==> config.mk <==
export PLATFORM = sky130hd
export DESIGN_NAME = gamepad_pmod_tx
export DESIGN_NICKNAME = d
export VERILOG_FILES = /design/src/rtl/gamepad_pkg.sv /design/src/rtl/pmod_phase_tick.sv /design/src/rtl/gamepad_pmod_tx.sv
export SDC_FILE = /design/constraint.sdc
export NUM_CORES = 1
export LEC_CHECK = 0
export CAP_MARGIN = 20
export CORE_MARGIN = 4
export CORE_UTILIZATION = 51
export DETAILED_ROUTE_END_ITERATION = 10
export DONT_BUFFER_PORTS = 1
export PLACE_DENSITY = 0.64
export SLEW_MARGIN = 20
export SYNTH_ARGS = -nofsm -noshare
export SYNTH_HDL_FRONTEND = slang
export SYNTH_HIERARCHICAL = 1
export SYNTH_SLANG_ARGS = --single-unit
==> constraint.sdc <==
create_clock -name clk -period 3.8 [get_ports clk]
set_input_delay 0.38 -clock clk [delete_from_list [all_inputs] [get_ports clk]]
set_output_delay 0.38 -clock clk [all_outputs]
set_load 0.03 [all_outputs]
==> src/rtl/gamepad_pkg.sv <==
// Shared types and constants for the gamepad PMOD transmitter: FSM states,
// button bit positions within a 12-bit controller word, and frame layout.
package gamepad_pkg;

    typedef enum logic [1:0] {
        ST_IDLE  = 2'd0,
        ST_SHIFT = 2'd1,
        ST_LATCH = 2'd2,
        ST_GAP   = 2'd3
    } tx_state_t;

    localparam int BTN_B      = 11;
    localparam int BTN_Y      = 10;
    localparam int BTN_SELECT = 9;
    localparam int BTN_START  = 8;
    localparam int BTN_UP     = 7;
    localparam int BTN_DOWN   = 6;
    localparam int BTN_LEFT   = 5;
    localparam int BTN_RIGHT  = 4;
    localparam int BTN_A      = 3;
    localparam int BTN_X      = 2;
    localparam int BTN_L      = 1;
    localparam int BTN_R      = 0;

    localparam int          FRAME_BITS  = 24;
    localparam logic [11:0] ABSENT_WORD = 12'hFFF;

    // Controller 2 occupies the upper word so it leaves the shifter first.
    function automatic logic [FRAME_BITS-1:0] make_frame(input logic [11:0] b1,
                                                         input logic [11:0] b2,
                                                         input logic        p2);
        return {(p2 ? b2 : ABSENT_WORD), b1};
    endfunction

endpackage

==> src/rtl/pmod_phase_tick.sv <==
// Half-period strobe generator: tick pulses on every HALF_DIV-th enabled cycle.
// Deasserting en restarts the count, so each enabled run begins on a fresh phase.
module pmod_phase_tick #(
    parameter int HALF_DIV = 4
) (
    input  logic clk,
    input  logic rst_n,
    input  logic en,
    output logic tick
);

    localparam logic [7:0] LAST = 8'(HALF_DIV - 1);

    logic [7:0] cnt;

    assign tick = en && (cnt == LAST);

    always_ff @(posedge clk) begin
        if (!rst_n || !en) begin
            cnt <= 8'd0;
        end else if (tick) begin
            cnt <= 8'd0;
        end else begin
            cnt <= cnt + 8'd1;
        end
    end

endmodule

==> src/rtl/gamepad_pmod_tx.sv <==
// Serialises a two-controller button snapshot onto a PMOD clock/data/latch link.
// Optional back-to-back framing when GAMEPAD_PMOD_TX_CONT_EN is defined.
module gamepad_pmod_tx
    import gamepad_pkg::*;
#(
    parameter int HALF_DIV = 4,
    parameter int GAP_CYC  = 16
) (
    input  logic        clk,
    input  logic        rst_n,
    input  logic [11:0] btn1,
    input  logic [11:0] btn2,
    input  logic        present2,
    input  logic        start,
    output logic        pmod_data,
    output logic        pmod_clk,
    output logic        pmod_latch,
    output logic        busy,
    output logic        frame_done
);

    localparam logic [4:0] LAST_BIT = 5'(FRAME_BITS - 1);
    localparam logic [9:0] GAP_LAST = 10'(GAP_CYC - 1);

    tx_state_t             state_q, state_d;
    logic [FRAME_BITS-1:0] shreg_q, shreg_d;
    logic [4:0]            bit_q, bit_d;
    logic [9:0]            gap_q, gap_d;
    logic                  sclk_d;
    logic                  data_d, clk_out_d, latch_d, busy_d, done_d;
    logic                  phase_en, tick;

    assign phase_en = (state_q == ST_SHIFT) || (state_q == ST_LATCH);

    pmod_phase_tick #(
        .HALF_DIV(HALF_DIV)
    ) u_phase_tick (
        .clk  (clk),
        .rst_n(rst_n),
        .en   (phase_en),
        .tick (tick)
    );

    always_comb begin
        state_d = state_q;
        shreg_d = shreg_q;
        bit_d   = bit_q;
        gap_d   = gap_q;
        sclk_d  = pmod_clk;

        case (state_q)
            ST_IDLE: begin
                if (start) begin
                    state_d = ST_SHIFT;
                    shreg_d = make_frame(btn1, btn2, present2);
                    bit_d   = 5'd0;
                    sclk_d  = 1'b0;
                end
            end
            ST_SHIFT: begin
                if (tick) begin
                    if (!pmod_clk) begin
                        sclk_d = 1'b1;
                    end else begin
                        // Falling edge of pmod_clk is the only point where data advances.
                        sclk_d = 1'b0;
                        if (bit_q == LAST_BIT) begin
                            state_d = ST_LATCH;
                            bit_d   = 5'd0;
                        end else begin
                            bit_d   = bit_q + 5'd1;
                            shreg_d = {shreg_q[FRAME_BITS-2:0], 1'b0};
                        end
                    end
                end
            end
            ST_LATCH: begin
                sclk_d = 1'b0;
                if (tick) begin
                    state_d = ST_GAP;
                    gap_d   = 10'd0;
                end
            end
            ST_GAP: begin
                sclk_d = 1'b0;
                if (gap_q == GAP_LAST) begin
                    gap_d = 10'd0;
`ifdef GAMEPAD_PMOD_TX_CONT_EN
                    state_d = ST_SHIFT;
                    shreg_d = make_frame(btn1, btn2, present2);
                    bit_d   = 5'd0;
`else
                    state_d = ST_IDLE;
`endif
                end else begin
                    gap_d = gap_q + 10'd1;
                end
            end
            default: begin
                state_d = ST_IDLE;
            end
        endcase

        // Outputs are decoded from next-state values and registered, so pins never glitch.
        data_d    = (state_d == ST_SHIFT) && shreg_d[FRAME_BITS-1];
        clk_out_d = (state_d == ST_SHIFT) && sclk_d;
        latch_d   = (state_d == ST_LATCH);
        busy_d    = (state_d != ST_IDLE);
        done_d    = (state_d == ST_GAP) && (gap_d == GAP_LAST);
    end

    always_ff @(posedge clk) begin
        if (!rst_n) begin
            state_q    <= ST_IDLE;
            shreg_q    <= '0;
            bit_q      <= 5'd0;
            gap_q      <= 10'd0;
            pmod_data  <= 1'b0;
            pmod_clk   <= 1'b0;
            pmod_latch <= 1'b0;
            busy       <= 1'b0;
            frame_done <= 1'b0;
        end else begin
            state_q    <= state_d;
            shreg_q    <= shreg_d;
            bit_q      <= bit_d;
            gap_q      <= gap_d;
            pmod_data  <= data_d;
            pmod_clk   <= clk_out_d;
            pmod_latch <= latch_d;
            busy       <= busy_d;
            frame_done <= done_d;
        end
    end

endmodule

# Word-level counts from Yosys, hierarchy flattened
# Cells that the tools add are included.
# word_totals
in_bits	28
regBits	54
elab_cells	68
# op_classes
n_mux	25
n_eq_ne	14
n_addsub	3
reduce_logical	15
# op_table
operator	count
$mux W24	4
$pmux W24 S2	1
$eq A10 B4 Y1 const B	2
$mux W10	2
$mux W5	4
$pmux W10 S2	1
$mux W12	1
$mux W2	6
$add A10 B1 Y10 const B	1
$pmux W5 S2	1
$add A8 B1 Y8 const B	1
$eq A2 B2 Y1 const B	4
$eq A8 B2 Y1 const B	1
$ne A2 B2 Y1 const B	4
$pmux W2 S4	1
$add A5 B1 Y5 const B	1
$eq A5 B5 Y1 const B	1
$reduce_and A5 Y1	1
$eq A2 B1 Y1 const B	2
$logic_and A1 B1 Y1	4
$reduce_and A4 Y1	1
$reduce_bool A2 Y1	2
$reduce_or A2 Y1	2
$mux W1	3
other kinds (4)	6

# Logic depth before layout (Yosys ltp)
# Gate-level depths: netlist of run 1.
# logic_depth
ltp_word	7
depth_mapped	11

# By module
# Netlist of run 1, hierarchy kept.
# modules_own_cells
mod	instances	seq_area_each_um2	area_per_inst_um2	cells_each
gamepad_pmod_tx	1	920.9	2411.1	304
pmod_phase_tick	1	160.2	357.8	39

# Least setup slack after synthesis of run 1
# OpenSTA, ideal clock, no wires.
# synth_path
kind	register to register
start	register u_phase_tick.cnt[5]
end	register shreg_q[13]
path_buffers	2
slack_ns	1.050
required_time_ns	3.667
path_stages_with_launch	9
arrival_ns	2.617
path_cell_list	dfxtp_1 > or4_4 > nor3_1 > nand2_1 > a211oi_2 > and2_1 > clkbuf_1 > clkbuf_1 > a21oi_1
# synth_via
elab_chain_cells	4
# synth_rtl
item	line	source
start, declared	pmod_phase_tick.sv:14	logic [7:0] cnt;
start signal, assigned	pmod_phase_tick.sv:24	cnt <= cnt + 8'd1;
$eq A8 B2 Y1	pmod_phase_tick.sv:16	assign tick = en && (cnt == LAST);
$logic_and A1 B1 Y1	pmod_phase_tick.sv:16	
via tick	gamepad_pmod_tx.sv:31	logic phase_en, tick;
$ne A2 B2 Y1 (no source line)	n/a	
$reduce_and A5 Y1 (no source line)	n/a	
end signal, assigned	gamepad_pmod_tx.sv:125	shreg_q <= shreg_d;
end, declared	gamepad_pmod_tx.sv:26	logic [FRAME_BITS-1:0] shreg_q, shreg_d;
# The timed path passes the listed nets, and every way through them passes these cells.
# A chain may end at the register's enable or synchronous reset.

# Worst setup path in the final report of run 1
# layout_path
start	register state_q[0]
end	register pmod_data
# layout_via
elab_chain_cells	7
word_cells_on_any_way	17
classes_between	eq/ne (4); mux (9); reduce/logical (4)
# layout_rtl
item	line	source
start, declared	gamepad_pmod_tx.sv:25	tx_state_t state_q, state_d;
start signal, assigned	gamepad_pmod_tx.sv:124	state_q <= state_d;
$eq A2 B1 Y1 / $eq A2 B2 Y1 (equally long branches)	gamepad_pmod_tx.sv:33	assign phase_en = (state_q == ST_SHIFT) || (state_q == ST_LATCH);
$logic_or A1 B1 Y1 (*)	gamepad_pmod_tx.sv:33	
via phase_en	gamepad_pmod_tx.sv:31	
$logic_and A1 B1 Y1 (*)	pmod_phase_tick.sv:16	
via tick	gamepad_pmod_tx.sv:31	
$mux W2, on equally long branches	gamepad_pmod_tx.sv:79, gamepad_pmod_tx.sv:61	
$pmux W2 S4	gamepad_pmod_tx.sv:51	case (state_q)
$eq A2 B1 Y1	gamepad_pmod_tx.sv:105	data_d = (state_d == ST_SHIFT) && shreg_d[FRAME_BITS-1];
$logic_and A1 B1 Y1 (*)	gamepad_pmod_tx.sv:105	
end signal, assigned	gamepad_pmod_tx.sv:128	pmod_data <= data_d;
end, declared	gamepad_pmod_tx.sv:15	output logic pmod_data,
# Mark *: on every way through the listed nets, which the timed path passes. The rest lies on a longest branch. The select of a mux whose other input is x is not followed.

==> run metrics, run 1 <==
status completed; dpl cells 396; unrepaired setup endpoints after global routing no; vias per cell 5.87; met3 usage 0.0450; Post-Route WL 5820 um; endpoints failing setup 0; Mapped Nets 378; Slew Limit Fails 0; sequential share of the synthesized area 0.390; Primary FF master, synth dfxtp_1; chip width 81.7 um; met1 Track Usage GR 0.252; CP arrival 3.22 ns; Port Buffers 0; CP Buf/Inv Count 2; Remaining DRCs 0; Post-synth ARST share 0; gr ovfl total 0; clk buf depth 2; total power 1.12 mW; pre-CTS WS 0.806 ns; initial antenna violation count 0; static leakage 1.05 nW; fin crit period 3.03 ns; Mapped Avg Cell Area 8.07 um2; clock sinks 54; Die Y 81.7 um; Core Region 0.00517 mm2; gr usage total 0.182; Slew headroom 0.367; most frequent cells in the layout 54 x dfxtp_1, 47 x a21oi_1, 37 x nor2_1, 24 x nand2_1, 18 x inv_1; Synth Instances 343; Hold Path Sink gap_q[6]$_SDFF_PN0_; final worst setup slack 0.774 ns; CTS Buf Count 5; worst min-delay path class in -> reg; cells along the critical path inv_1 -> ha_1 -> nand2_1 -> nor3_1 -> buf_4 -> nand2_1 -> a211oi_2 -> nand2_1 -> a222oi_1 -> nor4b_2; R2R setup slack 0.77 ns; number of antenna-violating nets in the routed design 0; fin cells 404; initial drt markers 141; setup tns final 0 ns; Worst R2R End pmod_data$_SDFF_PN0_; Setup Skew 0.0147 ns; worst slew pin tran 0.948 ns; Hold Violations, Final 0; max cap viols 0; Post-CTS Setup Bufs 0; WHS 0.184 ns; Fillers 485; I/O pins 33; root buffer cell clkbuf_8; global-route wire length before repair 9640 um; Hold Path Origin rst_n; Crit path max-delay family compound AO/OA/AOI/OAI gates; slowest CP cell a222oi_1; #FFs+latches synth 54; die area 0.00667 mm2; area delta synth->final 4.52%; most common cell after layout, fill and taps aside dfxtp_1; clock latency at the later pin of the worst-skew pair 0.32 ns; Yosys warnings 6; Starting Density 0.535; routing usage on met2 0.283; fin crit share 0.796; data required time of the critical path 4.00 ns; largest net degree at the start of global routing 35; hold path depth 1; Critical Setup Path Class reg -> reg; placer congestion estimate 0.892; post-synth cell types 56; Rows 26; fraction of layout cells with a size suffix above 1 0.0749; cell mode on critical path nand2_1; vias in the first global route 2088; CTS tree done; router iterations before antenna repair 4; Hold-fix buffers, CTS 0; Antenna Cells 0; Post-DP HPWL 3990 um; crit end category flop; synthesized area 0.00277 mm2; routed len/inst 14.4 um; VDD IR max 268 uV; nets@finish 368; Reg2Reg Depth 10; Worst Setup Start Kind flop; Vias 2370; post_cts resized 0; CP max FO 13; worst r2r src state_q[0]$_SDFF_PN0_; Post-synth EDFFs 0; htree depth 2; PwrDens 387 mW/mm2; crit-path max cell delay 0.55 ns; f_max 0.330 GHz; clock transition at the registers of the reported paths 0.11 ns; GR peak layer met2
==> routing by layer <==
| layer | vias to the layer above | part of all wire |
|---|---|---|
| met3 | 6 | 0.040 |
| li1 | 1217 | - |
| met5 | - | 0 |
| met2 | 30 | 0.44 |
| met1 | 1117 | 0.51 |
| met4 | 0 | 0.0093 |
==> Yosys cell counts, types with 5 or more instances <==
master	number	area share
nor3_1	16	0.029
o21ai_0	7	0.013
a21oi_1	47	0.085
nand2_1	24	0.033
and2_1	6	0.014
dfxtp_1	54	0.39
nor2_1	37	0.050
clkbuf_1	17	0.023
inv_1	18	0.024
a221oi_1	11	0.035
o21ai_1	14	0.025
ha_1	7	0.032
nand3_1	14	0.025
xor2_1	5	0.016
==> power breakdown <==
part / internal [mW] / total [mW] / switching, mW
logic: 0.0559 / 0.147 / 0.0909
clock network: 0.138 / 0.344 / 0.205
registers: 0.605 / 0.630 / 0.0248
total: 0.799 / 1.12 / 0.321
==> kinds of logic after synthesis <==
kind of cell             count (synthesis)  share of synthesized area
AND/OR/NAND/NOR                        125                      0.228
AO/OA/AOI/OAI                          108                      0.263
flip-flops                              54                      0.390
buffers and inverters                   41                     0.0596
adder cells (fa/ha/maj)                  7                     0.0316
XOR/XNOR                                 6                     0.0190
multiplexers                             2                    0.00768
==> per-stage QoR <==
step | util | area [um2]
3_5_place_dp | 0.541 | 2800
4_1_cts | 0.560 | 2890
5_1_grt | 0.560 | 2890
3_3_place_gp | 0.541 | 2800
6_report | 0.560 | 2890
2_1_floorplan | - | 2770
==> how the worst max path moves through the flow <==
| stage | from | end | slack (ns) | depth (start not counted) |
|---|---|---|---|---|
| after detailed placement | state_q[0]$_SDFF_PN0_ | pmod_data$_SDFF_PN0_ | 0.81 | 10 |
| final | state_q[0]$_SDFF_PN0_ | pmod_data$_SDFF_PN0_ | 0.77 | 10 |
| after global routing | state_q[0]$_SDFF_PN0_ | pmod_data$_SDFF_PN0_ | 0.39 | 10 |
| after CTS | state_q[0]$_SDFF_PN0_ | pmod_data$_SDFF_PN0_ | 0.80 | 10 |
| after global placement | state_q[0]$_SDFF_PN0_ | pmod_data$_SDFF_PN0_ | 0.89 | 10 |
| after floorplan | u_phase_tick/cnt[5]$_SDFF_PP0_ | shreg_q[13]$_SDFFE_PN0P_ | 1.05 | 8 |
==> sequential cells by signal, summed over array words and instances (netlist names) <==
name / count
pmod_latch: 1
shreg_q: 24
u_phase_tick/cnt: 8
bit_q: 5
gap_q: 10
pmod_clk: 1
busy: 1
frame_done: 1
pmod_data: 1
state_q: 2
==> worst register-to-register path, stage by stage (launching register included) <==
cell and delay (ns):
dfxtp_1 0.42, inv_1 0.09, ha_1 0.34, nand2_1 0.07, nor3_1 0.19, buf_4 0.18
nand2_1 0.08, a211oi_2 0.52, nand2_1 0.40, a222oi_1 0.55, nor4b_2 0.08
==> cell type report <==
class,count,area (um2),area share
flip-flops and latches,54,1080,0.374
multi-input cells,248,1520,0.526
clock inverters,3,28.8,0.00994
clock buffers,5,68.8,0.0238
inverters,20,75.1,0.0259
repair buffers,4,30.0,0.0104
well taps,70,87.6,0.0303
Power figures use the tool's default switching activity.
==> run 2, diff against run 1 <==
==> constraint.sdc (replaced) <==
create_clock -name clk -period 2.95 [get_ports clk]
set_input_delay 0.295 -clock clk [delete_from_list [all_inputs] [get_ports clk]]
set_output_delay 0.295 -clock clk [all_outputs]
set_load 0.03 [all_outputs]
==> run 2 against run 1 <==
Compared with the run above:
- final cell count rose by 0.50%
- design area rose by 1.2%
- sequential power rose by 29%
- via count rose by 1.0%
- sequential share of layout area fell by 0.45 points
- worst setup slack got worse by 0.27 ns
- largest cell class unchanged
- largest power group unchanged
- highest routed layer unchanged
==> run metrics, run 2 (synthesis results as in run 1) <==
status completed (unchanged); WHS 0.107 ns (was 0.184 ns); nets@finish 370 (was 368); Worst Setup Start Kind flop (unchanged); CTS Buf Count 5 (unchanged); Post-Route WL 5740 um (was 5820 um); fin crit period 2.45 ns (was 3.03 ns); vias in the first global route 2102 (was 2088); Slew Limit Fails 0 (unchanged); CP arrival 2.63 ns (was 3.22 ns); Starting Density 0.535 (unchanged); max reg flops 24 (unchanged); chip width 81.7 um (unchanged); Die Y 81.7 um (unchanged); post_cts resized 0 (unchanged); Remaining DRCs 0 (unchanged); I/O pins 33 (unchanged); max cap viols 0 (unchanged); router iterations before antenna repair 5 (was 4); fraction of layout cells with a size suffix above 1 0.0804 (was 0.0749); clock sinks 54 (unchanged); most frequent cells in the layout 54 x dfxtp_1, 47 x a21oi_1, 37 x nor2_1, 24 x nand2_1, 18 x inv_1 (unchanged); data required time of the critical path 3.13 ns (was 4.00 ns); CP max FO 7 (was 13); Rows 26 (unchanged); area delta synth->final 5.78% (was 4.52%); VDD IR max 288 uV (was 268 uV); Critical Setup Path Class reg -> reg (unchanged); endpoints failing setup 0 (unchanged); Post-DP HPWL 3980 um (was 3990 um); static leakage 1.07 nW (was 1.05 nW); Post-CTS Setup Bufs 0 (unchanged); crit end category flop (unchanged); clock latency at the later pin of the worst-skew pair 0.31 ns (was 0.32 ns); die area 0.00667 mm2 (unchanged); setup tns final 0 ns (unchanged); Hold-fix buffers, CTS 0 (unchanged); htree depth 2 (unchanged); register bank with the most flops shreg_q (unchanged); top flop regs shreg_q (24), gap_q (10), u_phase_tick/cnt (8) (unchanged); initial antenna violation count 0 (unchanged); unrepaired setup endpoints after global routing no (unchanged); root buffer cell clkbuf_8 (unchanged); Core Region 0.00517 mm2 (unchanged); Hold Violations, Final 0 (unchanged); Fillers 502 (was 485); fin crit share 0.830 (was 0.796); worst min-delay path class in -> reg (unchanged); Setup Skew 0.0153 ns (was 0.0147 ns); Slew headroom 0.508 (was 0.367); f_max 0.408 GHz (was 0.330 GHz); Antenna Cells 0 (unchanged); PwrDens 517 mW/mm2 (was 387 mW/mm2); Vias 2394 (was 2370); global-route wire length before repair 9610 um (was 9640 um); initial drt markers 129 (was 141); clock transition at the registers of the reported paths 0.10 ns (was 0.11 ns); worst slew pin tran 0.733 ns (was 0.948 ns); routed len/inst 14.1 um (was 14.4 um); clk buf depth 2 (unchanged); CTS tree done (unchanged); largest net degree at the start of global routing 35 (unchanged); vias per cell 5.90 (was 5.87); gr usage total 0.181 (was 0.182); placer congestion estimate 0.848 (was 0.892); Port Buffers 0 (unchanged); number of antenna-violating nets in the routed design 0 (unchanged); gr ovfl total 0 (unchanged); most common cell after layout, fill and taps aside dfxtp_1 (unchanged)
## run 2: layout make-up
class | instances | area [um2] | area share
sequential | 54 | 1080 | 0.369
clock buffer | 5 | 68.8 | 0.0235
tap | 70 | 87.6 | 0.0299
timing repair buffer | 6 | 45.0 | 0.0154
inverter | 20 | 75.1 | 0.0256
multi-input combinational | 248 | 1520 | 0.520
clock inverter | 3 | 48.8 | 0.0167
## run 2: worst paths after layout
kind,cells past startpoint,start,end,slack [ns]
setup / recovery,10,state_q[0]$_SDFF_PN0_,pmod_data$_SDFF_PN0_,0.50
hold / removal,1,rst_n,bit_q[4]$_SDFFE_PN0P_,0.11
setup reg to reg,10,state_q[0]$_SDFF_PN0_,pmod_data$_SDFF_PN0_,0.50
hold reg to reg,2,shreg_q[0]$_SDFFE_PN0P_,shreg_q[0]$_SDFFE_PN0P_,0.47
## run 2: per-stage QoR
step           worst slack, ns  std cells  area [um2]  total power, mW  utilization
6_report                 0.500        406        2930             1.52        0.566
5_1_grt                  0.220        406        2930             1.60        0.566
4_1_cts                  0.487        406        2930             1.53        0.566
3_5_place_dp             0.516        398        2810             1.02        0.544
3_3_place_gp             0.555        398        2810             1.02        0.544
2_1_floorplan            0.200        343        2770            0.987            -
## run 2: critical path, stage by stage, from the launching register on
cell and delay (ns):
dfxtp_1 0.41, inv_1 0.08, ha_1 0.34, nand2_1 0.06
nor3_1 0.19, buf_4 0.17, nand2_1 0.08, a211oi_2 0.30
nand2_1 0.13, a222oi_1 0.48, nor4b_2 0.08
## run 2: where the power goes
group          internal (mW)  leakage, nW  total [mW]  switching [mW]
sequential             0.779        0.441       0.811          0.0322
clock                  0.259       0.0563       0.510           0.251
combinational         0.0776        0.573       0.194           0.117
total                   1.12         1.07        1.52           0.400
## run 2: layer usage
metal,global-route usage,routed length [um],vias up,part of all wire
met5,0,0,-,0
met1,0.254,2850,1118,0.50
met3,0.0428,282,2,0.049
met2,0.278,2580,49,0.45
li1,-,-,1225,-
met4,0.0465,24,0,0.0042
